$ cat src/rtl/rvpipe_pkg.sv
// ============================================================================
// Module : rvpipe_pkg
// Brief  : Shared sizing helpers for the elastic pipeline register.
// Rev    : 1.0
// ============================================================================
`default_nettype none

package rvpipe_pkg;

    // Occupancy counter must hold 0..DEPTH+1 (stages plus optional skid slot).
    function automatic int occ_width(input int depth);
        return $clog2(depth + 2);
    endfunction

endpackage

`default_nettype wire

$ cat src/rtl/rvdff_skid_slot.sv
// ============================================================================
// Module : rvdff_skid_slot
// Brief  : One-entry input skid register; ready is a flop output.
// Rev    : 1.0
// ============================================================================
`default_nettype none

module rvdff_skid_slot #(
    parameter int               WIDTH     = 32,
    parameter logic [WIDTH-1:0] RESET_VAL = '0
) (
    input  logic             clk,
    input  logic             rst_l,
    input  logic             flush,
    input  logic             in_valid,
    output logic             in_ready,
    input  logic [WIDTH-1:0] din,
    input  logic             drain,
    output logic             skid_valid,
    output logic [WIDTH-1:0] skid_data
);

    logic             r_valid;
    logic             r_ready;
    logic [WIDTH-1:0] r_data;
    logic             w_fill;
    logic             w_valid_nxt;

    // A beat is parked only when it is accepted but stage 0 cannot take it.
    assign w_fill      = in_valid & r_ready & ~r_valid & ~drain;
    assign w_valid_nxt = flush ? 1'b0 : (r_valid ? ~drain : w_fill);

    always_ff @(posedge clk or negedge rst_l) begin
        if (!rst_l) begin
            r_valid <= 1'b0;
            r_ready <= 1'b1;
            r_data  <= RESET_VAL;
        end else begin
            r_valid <= w_valid_nxt;
            r_ready <= ~w_valid_nxt;
            if (w_fill && !flush) begin
                r_data <= din;
            end
        end
    end

    assign in_ready   = r_ready;
    assign skid_valid = r_valid;
    assign skid_data  = r_data;

endmodule

`default_nettype wire

$ cat src/rtl/rvdff_pipe_elastic.sv
// ============================================================================
// Module : rvdff_pipe_elastic
// Brief  : DEPTH-stage valid/ready pipeline register with flush and skid slot.
// Rev    : 1.0
// ============================================================================
`default_nettype none

module rvdff_pipe_elastic
    import rvpipe_pkg::*;
#(
    parameter int               WIDTH     = 32,
    parameter int               DEPTH     = 2,
    parameter int               REG_READY = 1,
    parameter logic [WIDTH-1:0] RESET_VAL = '0
) (
    input  logic                           clk,
    input  logic                           rst_l,
    input  logic                           flush,
    input  logic                           in_valid,
    output logic                           in_ready,
    input  logic [WIDTH-1:0]               din,
    output logic                           out_valid,
    input  logic                           out_ready,
    output logic [WIDTH-1:0]               dout,
    output logic [occ_width(DEPTH)-1:0]    occupancy
);

    localparam int                 c_occ_w   = occ_width(DEPTH);
    localparam logic [c_occ_w-1:0] c_occ_max = c_occ_w'(DEPTH + REG_READY);

    logic [DEPTH-1:0]   r_valid;
    logic [WIDTH-1:0]   r_data [DEPTH];
    logic [DEPTH:0]     w_free;
    logic [DEPTH-1:0]   w_src_valid;
    logic [WIDTH-1:0]   w_src_data [DEPTH];
    logic [DEPTH-1:0]   w_valid_nxt;
    logic [DEPTH-1:0]   w_load;
    logic               w_s0_valid;
    logic [WIDTH-1:0]   w_s0_data;
    logic               w_in_xfer;
    logic               w_out_xfer;
    logic [c_occ_w-1:0] r_occ;

    // A stage can accept when empty or when everything downstream of it moves.
    assign w_free[DEPTH] = out_ready;

    for (genvar i = 0; i < DEPTH; i++) begin : g_stage
        assign w_free[i] = ~r_valid[i] | w_free[i+1];

        if (i == 0) begin : g_head
            assign w_src_valid[i] = w_s0_valid;
            assign w_src_data[i]  = w_s0_data;
        end else begin : g_body
            assign w_src_valid[i] = r_valid[i-1];
            assign w_src_data[i]  = r_data[i-1];
        end

        assign w_valid_nxt[i] = flush ? 1'b0 : (w_free[i] ? w_src_valid[i] : r_valid[i]);
        assign w_load[i]      = ~flush & w_free[i] & w_src_valid[i];
    end

    if (REG_READY != 0) begin : g_skid
        logic             w_skid_valid;
        logic             w_skid_ready;
        logic [WIDTH-1:0] w_skid_data;

        rvdff_skid_slot #(
            .WIDTH     (WIDTH),
            .RESET_VAL (RESET_VAL)
        ) u_skid (
            .clk        (clk),
            .rst_l      (rst_l),
            .flush      (flush),
            .in_valid   (in_valid),
            .in_ready   (w_skid_ready),
            .din        (din),
            .drain      (w_free[0]),
            .skid_valid (w_skid_valid),
            .skid_data  (w_skid_data)
        );

        // Skid content always goes first so order is preserved.
        assign in_ready   = w_skid_ready;
        assign w_s0_valid = w_skid_valid | (in_valid & w_skid_ready);
        assign w_s0_data  = w_skid_valid ? w_skid_data : din;
    end else begin : g_no_skid
        assign in_ready   = w_free[0];
        assign w_s0_valid = in_valid;
        assign w_s0_data  = din;
    end

    always_ff @(posedge clk or negedge rst_l) begin
        if (!rst_l) begin
            r_valid <= '0;
            for (int i = 0; i < DEPTH; i++) begin
                r_data[i] <= RESET_VAL;
            end
        end else begin
            r_valid <= w_valid_nxt;
            for (int i = 0; i < DEPTH; i++) begin
                if (w_load[i]) begin
                    r_data[i] <= w_src_data[i];
                end
            end
        end
    end

    assign w_in_xfer  = in_valid & in_ready;
    assign w_out_xfer = out_valid & out_ready;

    always_ff @(posedge clk or negedge rst_l) begin
        if (!rst_l) begin
            r_occ <= '0;
        end else if (flush) begin
            r_occ <= '0;
        end else begin
            r_occ <= r_occ + {{(c_occ_w-1){1'b0}}, w_in_xfer}
                           - {{(c_occ_w-1){1'b0}}, w_out_xfer};
        end
    end

    assign out_valid = r_valid[DEPTH-1];
    assign dout      = r_data[DEPTH-1];
    assign occupancy = r_occ;

`ifndef SYNTHESIS
    a_occ_max: assert property (@(posedge clk) disable iff (!rst_l)
        r_occ <= c_occ_max);

    a_out_hold: assert property (@(posedge clk) disable iff (!rst_l)
        (out_valid && !out_ready && !flush) |=> (out_valid && $stable(dout)));
`endif

endmodule

`default_nettype wire

$ cat config.mk
export PLATFORM = sky130hd
export DESIGN_NAME = rvdff_pipe_elastic
export DESIGN_NICKNAME = d
export VERILOG_FILES = /design/src/rtl/rvpipe_pkg.sv /design/src/rtl/rvdff_skid_slot.sv /design/src/rtl/rvdff_pipe_elastic.sv
export SDC_FILE = /design/constraint.sdc
export NUM_CORES = 1
export LEC_CHECK = 0
export CORE_MARGIN = 2
export CORE_UTILIZATION = 58
export DETAILED_ROUTE_END_ITERATION = 12
export GPL_ROUTABILITY_DRIVEN = 0
export PLACE_DENSITY = 0.87
export REMOVE_ABC_BUFFERS = 1
export SYNTH_ARGS = -nofsm -noshare
export SYNTH_HDL_FRONTEND = slang
export SYNTH_SLANG_ARGS = --single-unit
$ cat constraint.sdc
create_clock -name clk -period 4 [get_ports clk]
set_input_delay 0.8 -clock clk [delete_from_list [all_inputs] [get_ports clk]]
set_output_delay 0.8 -clock clk [all_outputs]
set_load 0.01 [all_outputs]
Yosys cells after proc, flatten, opt, wreduce, memory -nomap -nowiden
Index checks and enable logic that the tools add are counted.
W data, S select, Z words.
{"block": "word_totals", "register_bits": 102, "out_inout_bits": 36, "in_bits": 37, "wordCells": 39}
{"block": "classes", "n_reduce_logical": 4, "muxes": 8, "bitwise_logic": 17, "n_addsub": 2}
{"cell": "$mux W32", "count": 1}
{"cell": "$and A1 B1 Y1", "count": 8}
{"cell": "$mux W1", "count": 6}
{"cell": "$not A1 Y1", "count": 6}
{"cell": "$reduce_bool A2 Y1", "count": 2}
{"cell": "$or A1 B1 Y1", "count": 3}
{"cell": "$add A2 B1 Y2", "count": 1}
{"cell": "$mux W2", "count": 1}
{"cell": "$sub A2 B1 Y2", "count": 1}
{"cell": "$logic_and A1 B1 Y1", "count": 1}
{"cell": "$logic_not A1 Y1", "count": 1}

Logic depth before layout (Yosys ltp)
Gate-level depths: netlist of the first run.
{"block": "depth", "depth_word": 8, "ltp_mapped": 6, "mapped_depth_nobuf": 6}

By module
Synthesis of the first run repeated with hierarchy kept, for this count alone.
{"block": "hier_totals", "hier_cells": 297, "hier_area_um2": 4534.3}
{"mod": "rvdff_pipe_elastic", "cells_per_inst": 223, "area_each_um2": 3248.1, "instances": 1, "seq_area_each_um2": 1701.6}
{"mod": "rvdff_skid_slot", "cells_per_inst": 74, "area_each_um2": 1286.2, "instances": 1, "seq_area_each_um2": 852.1}

Worst setup path before layout of the first run
OpenSTA, ideal clock, no wires.
{"block": "synth_timing", "path_kind": "input to register", "from": "input flush", "to": "register g_skid.u_skid.r_data[10], in the netlist g_skid.u_skid.skid_data[10]", "setup_slack_ps": 1853, "path_stages": 5, "setup_ps": 125, "t_required_ps": 3875, "arrival_ps": 2022, "n_path_buf": 3, "cell_sequence": "buf_2 -> or4_4 -> buf_6 -> buf_6 -> mux2_4"}
{"block": "synth_via", "elab_chain_len": 2}
{"element": "from (decl)", "line_no": "rvdff_pipe_elastic.sv:18", "text": "input logic flush,"}
{"element": "$logic_not A1 Y1", "line_no": "rvdff_skid_slot.sv:41", "text": "if (w_fill && !flush) begin"}
{"element": "$logic_and A1 B1 Y1", "line_no": "rvdff_skid_slot.sv:41"}
{"element": "to (signal assigned)", "line_no": "rvdff_skid_slot.sv:42", "text": "r_data <= din;"}
{"element": "to (decl)", "line_no": "rvdff_skid_slot.sv:25", "text": "logic [WIDTH-1:0] r_data;"}
Every way passes these cells.
A chain may end at the register's enable or synchronous reset.

Final worst setup path of the first run
{"block": "layout_timing", "from": "input flush", "to": "register g_skid.u_skid.r_data[30], in the netlist g_skid.u_skid.skid_data[30]"}
Same word-level chain as after synthesis.

==> flow_summary_export.csv, run 1 <==
group,metric,value,unit
route,finalWirelength,7447,um
route,drtIter0Drc,88,
sta,hold_viol_final,0,
placement,dp_hpwl,4928,um
finish,diodes,0,
logic_synthesis,syn-instance-count,297,
global_route,gr-total-overflow,0,
floorplan,die_area,8649,um2
sta,whs,0.4949,ns
clocking,cts_tree,"built",
critical_path,crit_path_end_kind,"flip-flop",
hold_path,min_path_type,"flip-flop to flip-flop",
sta,slew_headroom,37.49,%
floorplan,coreArea,7687,um2
route,vias,2326,
global_route,grt_use_total,19.00,%
route,drc,0,
critical_path,path_class,"input port to flip-flop",
finish,final_cell_mix,"dfrtp_1, mux2_2, clkdlybuf4s50_1",
placement,place_ws,1.165,ns
floorplan,die_w,93,um
clocking,clk_pin_slew,0.09,ns
critical_path,required,4.24,ns
logic_synthesis,syn_area,4594,um2
placement,port_buffers,72,
floorplan,ios,73,
floorplan,rows,32,
logic_synthesis,netlist-cell-type-count,23,
clocking,postCtsSetupBuffers,0,
finish,fin_nets,377,
sta,setup_ws,1.535,ns
clocking,clockBufferDepth,2,
critical_path,start_kind,"input port",
floorplan,die_h,93,um
route,ant_nets,0,
logic_synthesis,synth_seq_area_share,55.58,%
sta,period_share,61.62,%
sta,rsz0062_at_grt,"no",
sta,fin_tns_setup,0,ns
sta,finClkSkew,0.009763,ns
finish,drive_above_1_share,43.44,%
critical_path,cp_max_fo,32,
sta,fmax,0.4057,GHz
finish,final_common_cell,"dfrtp_1",
global_route,grt_pass1_wl,12550,um
power,vdd.ir_drop.worst,0.0002696,V
global_route,antenna_found_initial,0,
route,via_per_inst,5.227,
clocking,clock-sinks,102,
sta,finalCriticalPeriod,2.465,ns
logic_synthesis,synth-seq-cells,102,
clocking,cts-hold-fix-buffers,0,
sta,slew_viol_final,0,
finish,syn2layout_area_growth,16.26,%
clocking,cts.repair.resized,0,
route,firstDrtPassIters,4,
clocking,clock_latency,0.36,ns
sta,setup_viol,0,
sta,tightest_slew,0.9376,ns
clocking,htree_levels,3,
job,maxCapViolations,0,
clocking,root_buffer,"clkbuf_8",
power,leakagePower,0.002402,uW
global_route,first_global_vias,2534,
logic_synthesis,avgSynthCellArea,15.47,um2
floorplan,start_util,59.77,%
outcome,status,"finished clean",
global_route,grt_max_degree,78,
clocking,numCtsBuffers,9,
critical_path,crit_arrival,2.71,ns
logic_synthesis,yosysWarnings,0,
power,cellPowerDensity,472.5,nW/um2
route,wl_per_cell,16.73,um
-- power by group --
group | switching, uW | total, uW | internal (uW) | leakage [uW]
clock | 327 | 634 | 308 | 0.0000976
combinational | 191 | 573 | 382 | 0.00104
sequential | 98.5 | 1320 | 1220 | 0.00127
total | 616 | 2520 | 1910 | 0.00240
-- worst max-delay path, cell delays in order --
cell	delay, ns
clkdlybuf4s50_1	0.60
or4_4	0.90
mux2_4	0.40
-- layer usage --
| layer | up-vias | share of wire, % | track usage, % |
|---|---|---|---|
| met4 | 0 | 0.70 | 4.534 |
| met3 | 6 | 4.6 | 5.560 |
| met1 | 1191 | 45 | 25.66 |
| met5 | - | 0 | 0 |
| li1 | 1079 | - | - |
| met2 | 50 | 50 | 30.68 |
-- layout make-up --
class                      count  area, um2
clock buffer                  13      148.9
inverter                       2      7.507
tap                          102      127.6
timing repair buffer          77      755.7
fill                         533       2346
sequential                   102       2554
clock inverter                 3      43.79
multi-input combinational    146       1704
-- sequential cells by signal, summed over array words and instances, names as in the netlist --
| name | count |
|---|---|
| g_skid.u_skid.in_ready | 1 |
| r_valid | 2 |
| g_skid.u_skid.skid_data | 32 |
| g_skid.u_skid.skid_valid | 1 |
| dout | 32 |
| occupancy | 2 |
| r_data | 32 |
-- cells in the mapped netlist --
master	n	share of area, %
a211oi_2	1	0.27
a21oi_1	2	0.22
and2_1	1	0.14
buf_2	7	0.76
buf_4	32	5.2
buf_6	5	1.2
clkbuf_1	3	0.25
dfrtp_1	101	55
dfstp_2	1	0.57
ha_1	2	0.54
inv_1	2	0.16
mux2_1	2	0.49
mux2_2	96	24
mux2_4	30	9.8
nand2_1	1	0.082
nand3b_1	1	0.16
nor2_1	3	0.25
nor2b_1	2	0.27
nor3b_2	1	0.27
or3_1	1	0.14
or4_4	1	0.25
xnor2_1	1	0.19
xor2_1	1	0.19
-- final timing paths --
path | cells past startpoint | startpoint | end | slack [ns]
worst max-delay path | 3 | flush | g_skid.u_skid.skid_data[30] | 1.54
worst min-delay path | 1 | r_data[41] | r_data[41] | 0.49
worst max register to register | 3 | g_skid.u_skid.skid_valid | g_skid.u_skid.skid_data[30] | 1.58
worst min register to register | 1 | r_data[41] | r_data[41] | 0.49
max in group asynchronous | 2 | rst_l | r_data[36] | 2.52
min in group asynchronous | 1 | rst_l | occupancy[0] | 0.58
-- stage by stage --
stage	power (uW)	area (um2)	util (%)	cells
floorplan	1586	4252	-	250
global placement	1892	5149	66.98	429
detailed placement	1917	5149	66.98	429
CTS	2558	5341	69.48	445
global route	2664	5341	69.48	445
finish	2524	5341	69.48	445
-- cell families (layout without fill, tap and decap cells) --
group | count (synthesis) | count (layout) | share of synthesized area (%)
muxes | 128 | 128 | 33.82
DFF | 102 | 102 | 55.58
buffers and inverters | 49 | 95 | 7.625
and+or+nand+nor | 11 | 11 | 1.552
AOI/OAI and AO/OA | 3 | 3 | 0.4902
adders and majority gates | 2 | 2 | 0.5446
xor gates and xnor gates | 2 | 2 | 0.3813
Note: power is estimated with default switching activity, not from simulation.
==> run 2: changes to the inputs <==
Settings changed: CORE_UTILIZATION 58 to 53, PLACE_DENSITY 0.87 to 0.81.
Clock period 4 ns to 2.6 ns, I/O delays scaled along.
==> run 2 against run 1 <==
Wire length is 0.27% lower. First-iteration DRC count fell by 32%. Largest cell class unchanged. Clock skew is 0.0050 ns higher. Critical path depth grew 1. Sequential share of layout area decreased by 0.16 points. Highest routed layer unchanged. Clock power up 37%.
==> flow_summary_export.csv, run 2 (synthesis gave the netlist of run 1 again) <==
group,metric,value,unit
finish,final_common_cell,"dfrtp_1",
clocking,cts_tree,"built",
critical_path,cp_max_fo,32,
critical_path,crit_arrival,2.29,ns
critical_path,slowest_delay,0.73,ns
global_route,gr-total-overflow,0,
hold_path,min_path_type,"input port to async pin",
placement,dp_cells,436,
finish,layoutNonFillerInstCount,451,
critical_path,slowest_stage,"or4_4",
global_route,antenna_found_initial,0,
job,maxCapViolations,0,
outcome,status,"finished clean",
critical_path,path_cells,"clkdlybuf4s50_1 > nand3b_1 > or4_4 > mux2_4",
route,drc,0,
power,power_frac_clock,22.9,%
floorplan,start_util,55.36,%
floorplan,die_h,97.11,um
clocking,htree_levels,3,
floorplan,die_w,97.11,um
placement,port_buffers,72,
finish,drive_above_1_share,44.22,%
sta,finClkSkew,0.01481,ns
finish,fin_nets,381,
clocking,cts-hold-fix-buffers,0,
critical_path,crit_path_end_kind,"flip-flop",
sta,tightest_slew,0.6188,ns
placement,dp_hpwl,5084,um
sta,setup_viol,0,
clocking,clock_latency,0.35,ns
global_route,grt_use_total,16.94,%
route,finalWirelength,7427,um
finish,final_cell_mix,"dfrtp_1, mux2_2, clkdlybuf4s50_1",
sta,hold_viol_final,0,
critical_path,path_delay_family,"simple AND/OR/NAND/NOR gates",
sta,slew_viol_final,0,
sta,rsz0062_at_grt,"no",
power,cellPowerDensity,705.2,nW/um2
route,ant_nets,0,
floorplan,rows,33,
sta,slew_headroom,58.75,%
power,combPwrFrac,23.4,%
floorplan,die_area,9429,um2
clocking,clock-sinks,102,
power,p_int,2816,uW
route,firstDrtPassIters,4,
clocking,clockBufferDepth,2,
sta,fin_tns_setup,0,ns
critical_path,required,2.83,ns
critical_path,critPathBufInv,1,
clocking,cts.repair.resized,0,
route,drtIter0Drc,60,
power,p_seq_share,53.6,%
floorplan,ios,73,
finish,syn2layout_area_growth,16.64,%
critical_path,start_kind,"input port",
floorplan,coreArea,8299,um2
clocking,postCtsSetupBuffers,0,
clocking,numCtsBuffers,9,
finish,diodes,0,
route,vias,2327,
critical_path,path_class,"input port to flip-flop",
route,via_per_inst,5.160,
global_route,grt_max_degree,57,
power,vdd.ir_drop.worst,0.0003405,V
power,swShare,25.48,%
route,wl_per_cell,16.47,um
clocking,clk_pin_slew,0.10,ns
global_route,first_global_vias,2557,
sta,period_share,79.35,%
power,leakagePower,0.002405,uW
power,power.switching,963.0,uW
sta,finalCriticalPeriod,2.063,ns
global_route,grt_pass1_wl,12760,um
sta,fmax,0.4847,GHz
clocking,root_buffer,"clkbuf_8",
==> run 2: area by class of cell <==
class / count / area (um2)
clock buffer: 11 / 131.4
clock inverter: 4 / 32.53
fill: 625 / 2940
inverter: 2 / 7.507
multi-input combinational: 146 / 1704
sequential: 102 / 2554
tap: 105 / 131.4
timing repair buffer: 81 / 798.3
==> run 2: per-stage QoR <==
stage / hold slack [ns] / setup WS, ns / total power, uW / util (%) / cell area, um2
final: 0.01539 / 0.5370 / 3779 / 64.57 / 5359
after global routing: 0.002163 / 0.5111 / 3990 / 64.57 / 5359
after CTS: 0.002688 / 0.5478 / 3834 / 64.57 / 5359
after detailed placement: 0.3967 / 0.1623 / 2955 / 62.60 / 5195
after global placement: 0.3935 / 0.1916 / 2921 / 62.60 / 5195
after floorplan: 0.2244 / -0.5020 / 2440 / - / 4252
==> run 2: worst register-to-register path, cell delays in order, from the launching register on <==
cell     delay, ns
dfstp_2       0.55
nand2_1       0.07
or4_4         0.78
mux2_4        0.41
==> run 2: path summary, 6_finish.rpt <==
check | slack [ns] | startpoint | cells after the start | endpoint
worst max-delay path | 0.54 | out_ready | 4 | g_skid.u_skid.skid_data[10]
worst min-delay path | 0.02 | rst_l | 1 | g_skid.u_skid.skid_data[8]
worst max register to register | 0.69 | g_skid.u_skid.in_ready | 3 | g_skid.u_skid.skid_data[10]
worst min register to register | 0.50 | r_data[40] | 1 | r_data[40]
max in group asynchronous | 1.91 | rst_l | 2 | dout[11]
min in group clk | 0.50 | r_data[40] | 1 | r_data[40]
==> run 2: power by group through the flow <==
stage / combinational [uW] / sequential [uW] / clock (uW)
4_1_cts: 902 / 2030 / 904
3_5_place_dp: 900 / 2050 / 0
3_3_place_gp: 875 / 2050 / 0
6_report: 886 / 2030 / 866
5_1_grt: 949 / 2070 / 974
2_1_floorplan: 341 / 2100 / 0
==> run 2: metal layers <==
| metal | wire length, um | share of wire [%] | vias to the layer above | GRT usage [%] |
|---|---|---|---|---|
| met1 | 3454 | 47 | 1183 | 23.16 |
| met2 | 3590 | 48 | 54 | 26.87 |
| met4 | 59 | 0.79 | 0 | 4.875 |
| met5 | 0 | 0 | - | 0 |
| met3 | 322 | 4.3 | 7 | 4.604 |
| li1 | - | - | 1083 | - |
